## config.mk

```make
export PLATFORM = sky130hd
export DESIGN_NAME = divider_seq_flat
export DESIGN_NICKNAME = d
export VERILOG_FILES = /design/src/rtl/divider_seq_if.sv /design/src/rtl/divider_seq.sv /design/src/flat_wrapper.sv
export SDC_FILE = /design/constraint.sdc
export NUM_CORES = 1
export LEC_CHECK = 0
export BUFFER_PORTS_ARGS = -buffer_cell sky130_fd_sc_hd__buf_4
export CAP_MARGIN = 20
export CELL_PAD_IN_SITES_DETAIL_PLACEMENT = 2
export CELL_PAD_IN_SITES_GLOBAL_PLACEMENT = 2
export CORE_UTILIZATION = 38
export DETAILED_ROUTE_END_ITERATION = 12
export GPL_TIMING_DRIVEN = 0
export PLACE_DENSITY = 0.89
export RECOVER_POWER = 25
export SYNTH_ARGS = -nofsm -noshare
export SYNTH_HDL_FRONTEND = slang
export SYNTH_SLANG_ARGS = --single-unit
export TNS_END_PERCENT = 50
```

## constraint.sdc

```tcl
create_clock -name clk -period 4.9 [get_ports clk]
set_input_delay 0.98 -clock clk [delete_from_list [all_inputs] [get_ports clk]]
set_output_delay 0.98 -clock clk [all_outputs]
set_load 0.01 [all_outputs]
```

## src/rtl/divider_seq_if.sv

```systemverilog
// Start/ready handshake bundle shared by the sequential divider and multiplier.
// The controller side uses the master modport, the arithmetic unit uses slave.
interface divider_seq_if #(
  parameter int WIDTH = 8
);
  logic             start;
  logic [WIDTH-1:0] A;
  logic [WIDTH-1:0] B;
  logic [WIDTH-1:0] Quotient;
  logic [WIDTH-1:0] Remainder;
  logic             ready;
  logic             div_by_zero;

  modport master (
    output start, A, B,
    input  Quotient, Remainder, ready, div_by_zero
  );

  modport slave (
    input  start, A, B,
    output Quotient, Remainder, ready, div_by_zero
  );
endinterface

```

## src/rtl/divider_seq.sv

```systemverilog
// Sequential restoring divider, one quotient bit per clock.
// A start always reloads the operands, even mid-operation, so a controller can
// abandon a division simply by issuing a new one. The iteration counter doubles
// as the busy flag: it parks at WIDTH when idle.
module divider_seq #(
  parameter int WIDTH = 8
) (
  input  logic          clk,
  input  logic          rst,
  divider_seq_if.slave  bus
);

  localparam int CW = $clog2(WIDTH) + 1;
  localparam logic [CW-1:0] CNT_DONE = CW'(WIDTH);
  localparam logic [CW-1:0] CNT_LAST = CW'(WIDTH - 1);

  logic [WIDTH:0]   r_q, r_d;
  logic [WIDTH-1:0] q_q, q_d;
  logic [WIDTH-1:0] d_q, d_d;
  logic [CW-1:0]    cnt_q, cnt_d;
  logic [WIDTH-1:0] quot_q, quot_d;
  logic [WIDTH-1:0] rem_q, rem_d;
  logic             dbz_q, dbz_d;

  logic [WIDTH:0]   shifted;
  logic [WIDTH:0]   trial;
  logic [WIDTH:0]   r_step;
  logic [WIDTH-1:0] q_step;
  logic             busy;

  assign busy = (cnt_q != CNT_DONE);

  // One restoring step: shift the next dividend bit in, keep the difference only if it did not go negative
  always_comb begin
    shifted = {r_q[WIDTH-1:0], q_q[WIDTH-1]};
    trial   = shifted - {1'b0, d_q};
    r_step  = shifted;
    q_step  = {q_q[WIDTH-2:0], 1'b0};
    if (!trial[WIDTH]) begin
      r_step = trial;
      q_step = {q_q[WIDTH-2:0], 1'b1};
    end
  end

  // Next-state selection: load wins over iterate, results publish on the last step
  always_comb begin
    r_d    = r_q;
    q_d    = q_q;
    d_d    = d_q;
    cnt_d  = cnt_q;
    quot_d = quot_q;
    rem_d  = rem_q;
    dbz_d  = dbz_q;
    if (bus.start) begin
      r_d   = '0;
      q_d   = bus.A;
      d_d   = bus.B;
      cnt_d = '0;
      dbz_d = (bus.B == '0);
    end else if (busy) begin
      r_d   = r_step;
      q_d   = q_step;
      cnt_d = cnt_q + 1'b1;
      if (cnt_q == CNT_LAST) begin
        quot_d = q_step;
        rem_d  = r_step[WIDTH-1:0];
      end
    end
  end

  // State registers; reset abandons any division in flight and parks the counter at idle
  always_ff @(posedge clk or posedge rst) begin
    if (rst) begin
      r_q    <= '0;
      q_q    <= '0;
      d_q    <= '0;
      cnt_q  <= CNT_DONE;
      quot_q <= '0;
      rem_q  <= '0;
      dbz_q  <= 1'b0;
    end else begin
      r_q    <= r_d;
      q_q    <= q_d;
      d_q    <= d_d;
      cnt_q  <= cnt_d;
      quot_q <= quot_d;
      rem_q  <= rem_d;
      dbz_q  <= dbz_d;
    end
  end

  assign bus.Quotient    = quot_q;
  assign bus.Remainder   = rem_q;
  assign bus.ready       = ~busy;
  assign bus.div_by_zero = dbz_q;

endmodule

```

## src/flat_wrapper.sv

```systemverilog
// flat-port wrapper written by rule: the top's interface ports become plain ports
module divider_seq_flat 
#(
  parameter int WIDTH = 8
)
  (clk, rst, bus_start, bus_A, bus_B, bus_Quotient, bus_Remainder, bus_ready, bus_div_by_zero);
  divider_seq_if #(.WIDTH(WIDTH)) bus_i ();
  input  logic clk;
  input  logic rst;
  input wire logic [$bits(bus_i.start)-1:0] bus_start;
  input wire logic [$bits(bus_i.A)-1:0] bus_A;
  input wire logic [$bits(bus_i.B)-1:0] bus_B;
  output wire logic [$bits(bus_i.Quotient)-1:0] bus_Quotient;
  output wire logic [$bits(bus_i.Remainder)-1:0] bus_Remainder;
  output wire logic [$bits(bus_i.ready)-1:0] bus_ready;
  output wire logic [$bits(bus_i.div_by_zero)-1:0] bus_div_by_zero;
  assign bus_i.start = bus_start;
  assign bus_i.A = bus_A;
  assign bus_i.B = bus_B;
  assign bus_Quotient = bus_i.Quotient;
  assign bus_Remainder = bus_i.Remainder;
  assign bus_ready = bus_i.ready;
  assign bus_div_by_zero = bus_i.div_by_zero;
  divider_seq #(.WIDTH(WIDTH)) u_core (.clk(clk), .rst(rst), .bus(bus_i));
endmodule
```

* Word level (Yosys, flattened, before mapping)
Index checks and enable logic that the tools add are counted.
** Word-level totals
- Logic and storage cells :: 24
- Register bits :: 45
- Bits of input ports :: 19
- Output and inout port bits :: 18
** Cells by class
- Equality and inequality tests :: 2
- Add/sub/neg operators :: 2
- Reduce and logical (&&, ||, !) cells :: 3
- Muxes and demuxes :: 8
- Bitwise gates (word level) :: 2
** Operator list (number)
- $mux 8 :: 5
- $sub 9x8->9 :: 1
- $logic_not 8->1 :: 1
- $mux 4 :: 2
- $add 4x1->4 const B :: 1
- $eq 4x3->1 const B :: 1
- $ne 4x4->1 const B :: 1
- $reduce_and 3->1 :: 1
- $not 1->1 :: 2
- $reduce_bool 2->1 :: 1
- $mux 1 :: 1

* Logic depth before layout (Yosys ltp)
- Word-level depth :: 4
- Gate-level depth with buffers :: 10
- Mapped depth without buffers :: 9

* Worst setup path before layout
OpenSTA, ideal clock, no wires.
- Kind :: register -> register
- Start point :: reg u_core.q_q[7]
- End point :: reg u_core.r_q[0]
- Arrival :: 2399 ps
- Path buffers :: 0
- Clock period less this slack :: 2493 ps
- Library setup time :: 94 ps
- Required time :: 4806 ps
- Cell stages (with the launch flop) :: 10
- Setup slack :: 2407 ps
- Cell sequence :: dfrtp_1 inv_1 ha_1 inv_1 fa_1 a211oi_2 o211ai_1 a221oi_2 mux2_2 a211oi_1
** On the way
- Word-level cells in the longest chain between the ends :: 4
** RTL lines
- start, declared :: line divider_seq.sv:18 : logic [WIDTH-1:0] q_q, q_d;
- start signal, assigned :: line divider_seq.sv:83 : q_q <= q_d;
- $sub 9x8->9 :: line divider_seq.sv:36 : trial = shifted - {1'b0, d_q};
- $mux 8 * :: line divider_seq.sv:39 : if (!trial[WIDTH]) begin
- $mux 8 * :: line divider_seq.sv:60 : end else if (busy) begin
- $mux 8 * :: line divider_seq.sv:54 : if (bus.start) begin
- end signal, assigned :: line divider_seq.sv:82 : r_q <= r_d;
- end, declared :: line divider_seq.sv:17 : logic [WIDTH:0] r_q, r_d;
Mark *: on every way between the ends. The rest lies on a longest branch, timed or not. The select of a mux whose other input is x is not followed.
A chain may end at the register's enable or synchronous reset.

* Worst setup path after layout
- Start point :: reg u_core.q_q[7]
- End point :: reg u_core.r_q[3]
** On the way
- Word-level cells in the longest chain between the ends :: 4
** RTL lines (line)
- $sub 9x8->9 :: divider_seq.sv:36
- $mux 8 :: divider_seq.sv:39
- $mux 8 :: divider_seq.sv:60
- $mux 8 :: divider_seq.sv:54
Every way passes these cells. The select of a mux whose other input is x is not followed.

==> results.yml <==
logic_synthesis:
  synth-edff-count: 0
  synth_area_leaders: "dfrtp_1 47%, ha_1 5.3%, mux2_2 4.8%"
  syn_inst: 231
  seq_area_frac_synth: 0.481
  ys_warn_count: 0
  synthArstFlopShare: 1.00
  ys_ff_latch: 45
  ys_types: 47
  synth_top_area_frac: 0.470
  syn_area_sq_um: 2340
  synth-main-ff-cell: "dfrtp_1"
  synth_nets: 261
  synth_common_cells: "44 x dfrtp_1, 20 x nand2_1, 19 x nor2_1"
  synth_top_area_cell: "dfrtp_1"
  syn_area_per_cell_sq_um: 10.2
  yosysMostFrequentCell: "dfrtp_1"
pwr:
  swShare: 0.371
  ir_worst_vdd_v: 0.000186
  power_leakage_nw: 1.34
  p_total_mw: 1.34
  power.density_nw_per_um2: 476
  clkPwrFrac: 0.205
  seqPwrFrac: 0.367
  p_int_uw: 843
  combPwrFrac: 0.427
  switchingPower_uw: 497
route:
  drt_iter0_markers: 61
  route.detailed.drc: 0
  routed_wirelength_um: 6690
  wl_per_cell_um: 19.1
  ant_nets: 0
  via_count: 1945
  drt-pass1-iter-count: 4
  vias_per_cell: 5.56
clocking:
  postCtsSetupBuffers: 0
  holdBufCountCts: 0
  root_buffer: "clkbuf_8"
  cts_resized: 0
  clock_path_buffers: 2
  cts.clk_slew.worst_paths_ns: 0.08
  cts_made_buffers: 5
  cts_max_level: 2
  worst_skew_pair.late_latency_ns: 0.30
  cts_tree: "built"
  clkSinkCount: 45
setup_path:
  cp_slowest_cell: "a221oi_2"
  critical_path.max_fanout: 10
  critical-path-max-stage-delay_ns: 0.59
  crit_top_cell: "inv_1"
  worst_setup_path_start_kind: "flop"
  crit_path_end_kind: "flop"
  path_class: "reg -> reg"
  arrival_ns: 3.23
  critical_path.cell_chain: "inv_1, ha_1, inv_1, fa_1, a211oi_2, o211ai_1, a221oi_2, buf_6, mux2i_1, a211oi_1"
  cp.required_ns: 5.06
hold_path:
  hold_class: "reg -> reg"
placed_design:
  gp_congestion: 0.786
  place_ws_ns: 1.89
  port_buffers: 36
  dpl.hpwl_um: 4980
job:
  cap_violations: 1
cells_and_area:
  final_nets: 305
  diodes: 0
  drive_above_1_share: 0.218
  area_growth_pct: 20.1
global_route:
  grt_pass1_vias: 2205
  antenna_found_initial: 0
  grt-ovfl-total: 0
  grt_pass1_wl_um: 11000
  grtUsageTotal: 0.231
  grt_start_max_net_pins: 31
sta:
  setup_viol: 0
  max_slew_margin: -0.121
  clock_skew_ns: 0.00850
  finalSetupTns_ns: 0
  fin_crit_ns: 3.07
  max_freq_ghz: 0.326
  final_max_slew_viol_count: 31
  rsz0062_at_grt: "false"
  hold_viol: 0
  setup_ws_ns: 1.83
  worstMarginPinSlew_ns: 1.68
  post-route-period-util: 0.627
die:
  io_pins: 37
  rows: 28
  start_util: 0.396
  die-width_um: 80.6
  core_area_sq_um: 5920
  dieArea_sq_um: 6490
  die_h_um: 80.6
run_status:
  status: "complete, but fails checks"
  failed_checks: "capacitance limit, slew limit"
kinds of logic (layout without fill, tap and decap cells):
kind of cell,Yosys count,count (layout),share of synthesized area
flip-flops,45,45,0.481
adder cells (fa/ha/maj),11,11,0.0619
AND/OR/NAND/NOR,63,63,0.130
AO/OA/AOI/OAI,54,54,0.152
XOR/XNOR,8,8,0.0299
buffers and inverters,29,73,0.0502
multiplexers,21,21,0.0950
power by group through the flow:
stage | registers (mW) | clock network, mW | logic (mW)
floorplan | 0.489 | 0 | 0.400
global placement | 0.496 | 0 | 0.535
detailed placement | 0.500 | 0 | 0.570
CTS | 0.494 | 0.283 | 0.580
global route | 0.501 | 0.295 | 0.625
finish | 0.492 | 0.275 | 0.572
routing by layer:
metal  vias to the layer above  share of wire  track usage
li1                        893              -            -
met1                       997           0.40        0.256
met2                        40           0.55        0.437
met3                        15          0.027       0.0398
met4                         0          0.022       0.0768
met5                         -              0            0
layout by cell type (no fill, tap or decap), types with 5 or more instances in the layout:
master    instances
a211oi_1          6
a21oi_1          10
buf_4            35
clkbuf_1         11
clkbuf_8          5
dfrtp_1          44
ha_1             10
inv_1            17
mux2_2           10
mux2i_1          11
nand2_1          20
nor2_1           19
o211ai_1          5
o21ai_0          17
flip-flops by register name (all words and copies together), names as in the netlist:
name,count
u_core.r_q,8
u_core.d_q,8
u_core.bus.Remainder,8
u_core.q_q,8
u_core.bus.Quotient,8
u_core.cnt_q,4
u_core.bus.div_by_zero,1
critical path, delay by kind of cell, from the launching register on:
| kind | cells | cell delay (ns) |
|---|---|---|
| flip-flops | 1 | 0.39 |
| buffers and inverters | 3 | 0.40 |
| adder cells (fa/ha/maj) | 2 | 0.61 |
| multiplexers | 1 | 0.31 |
| AO/OA/AOI/OAI | 4 | 1.22 |
worst paths after layout:
kind,startpoint,end,slack [ns],cells past startpoint
min in group asynchronous,rst,u_core.q_q[7],0.76,2
worst min-delay path,u_core.bus.Quotient[2],u_core.bus.Quotient[2],0.52,1
worst max-delay path,u_core.q_q[7],u_core.r_q[3],1.83,10
worst max register to register,u_core.q_q[7],u_core.r_q[3],1.83,10
max in group asynchronous,rst,u_core.r_q[1],2.17,3
worst min register to register,u_core.bus.Quotient[2],u_core.bus.Quotient[2],0.52,1
layout make-up:
class / count / area [sq um]
Clock buffer: 5 / 68.8
Tap cell: 75 / 93.8
Inverter: 17 / 63.8
Multi-Input combinational cell: 157 / 1100
Clock inverter: 2 / 35.0
Timing Repair Buffer: 37 / 274
Sequential cell: 45 / 1130
Buffer: 12 / 53.8
Fill cell: 649 / 3100
stage by stage:
stage,std cells,utilization,cell area [sq um],hold WS (ns)
final,350,0.476,2820,0.518
after global routing,350,0.476,2820,0.543
after CTS,350,0.478,2830,0.522
after detailed placement,343,0.461,2730,0.502
after global placement,342,0.458,2710,0.491
after floorplan,231,-,2340,0.487
Power figures use the tool's default switching activity.
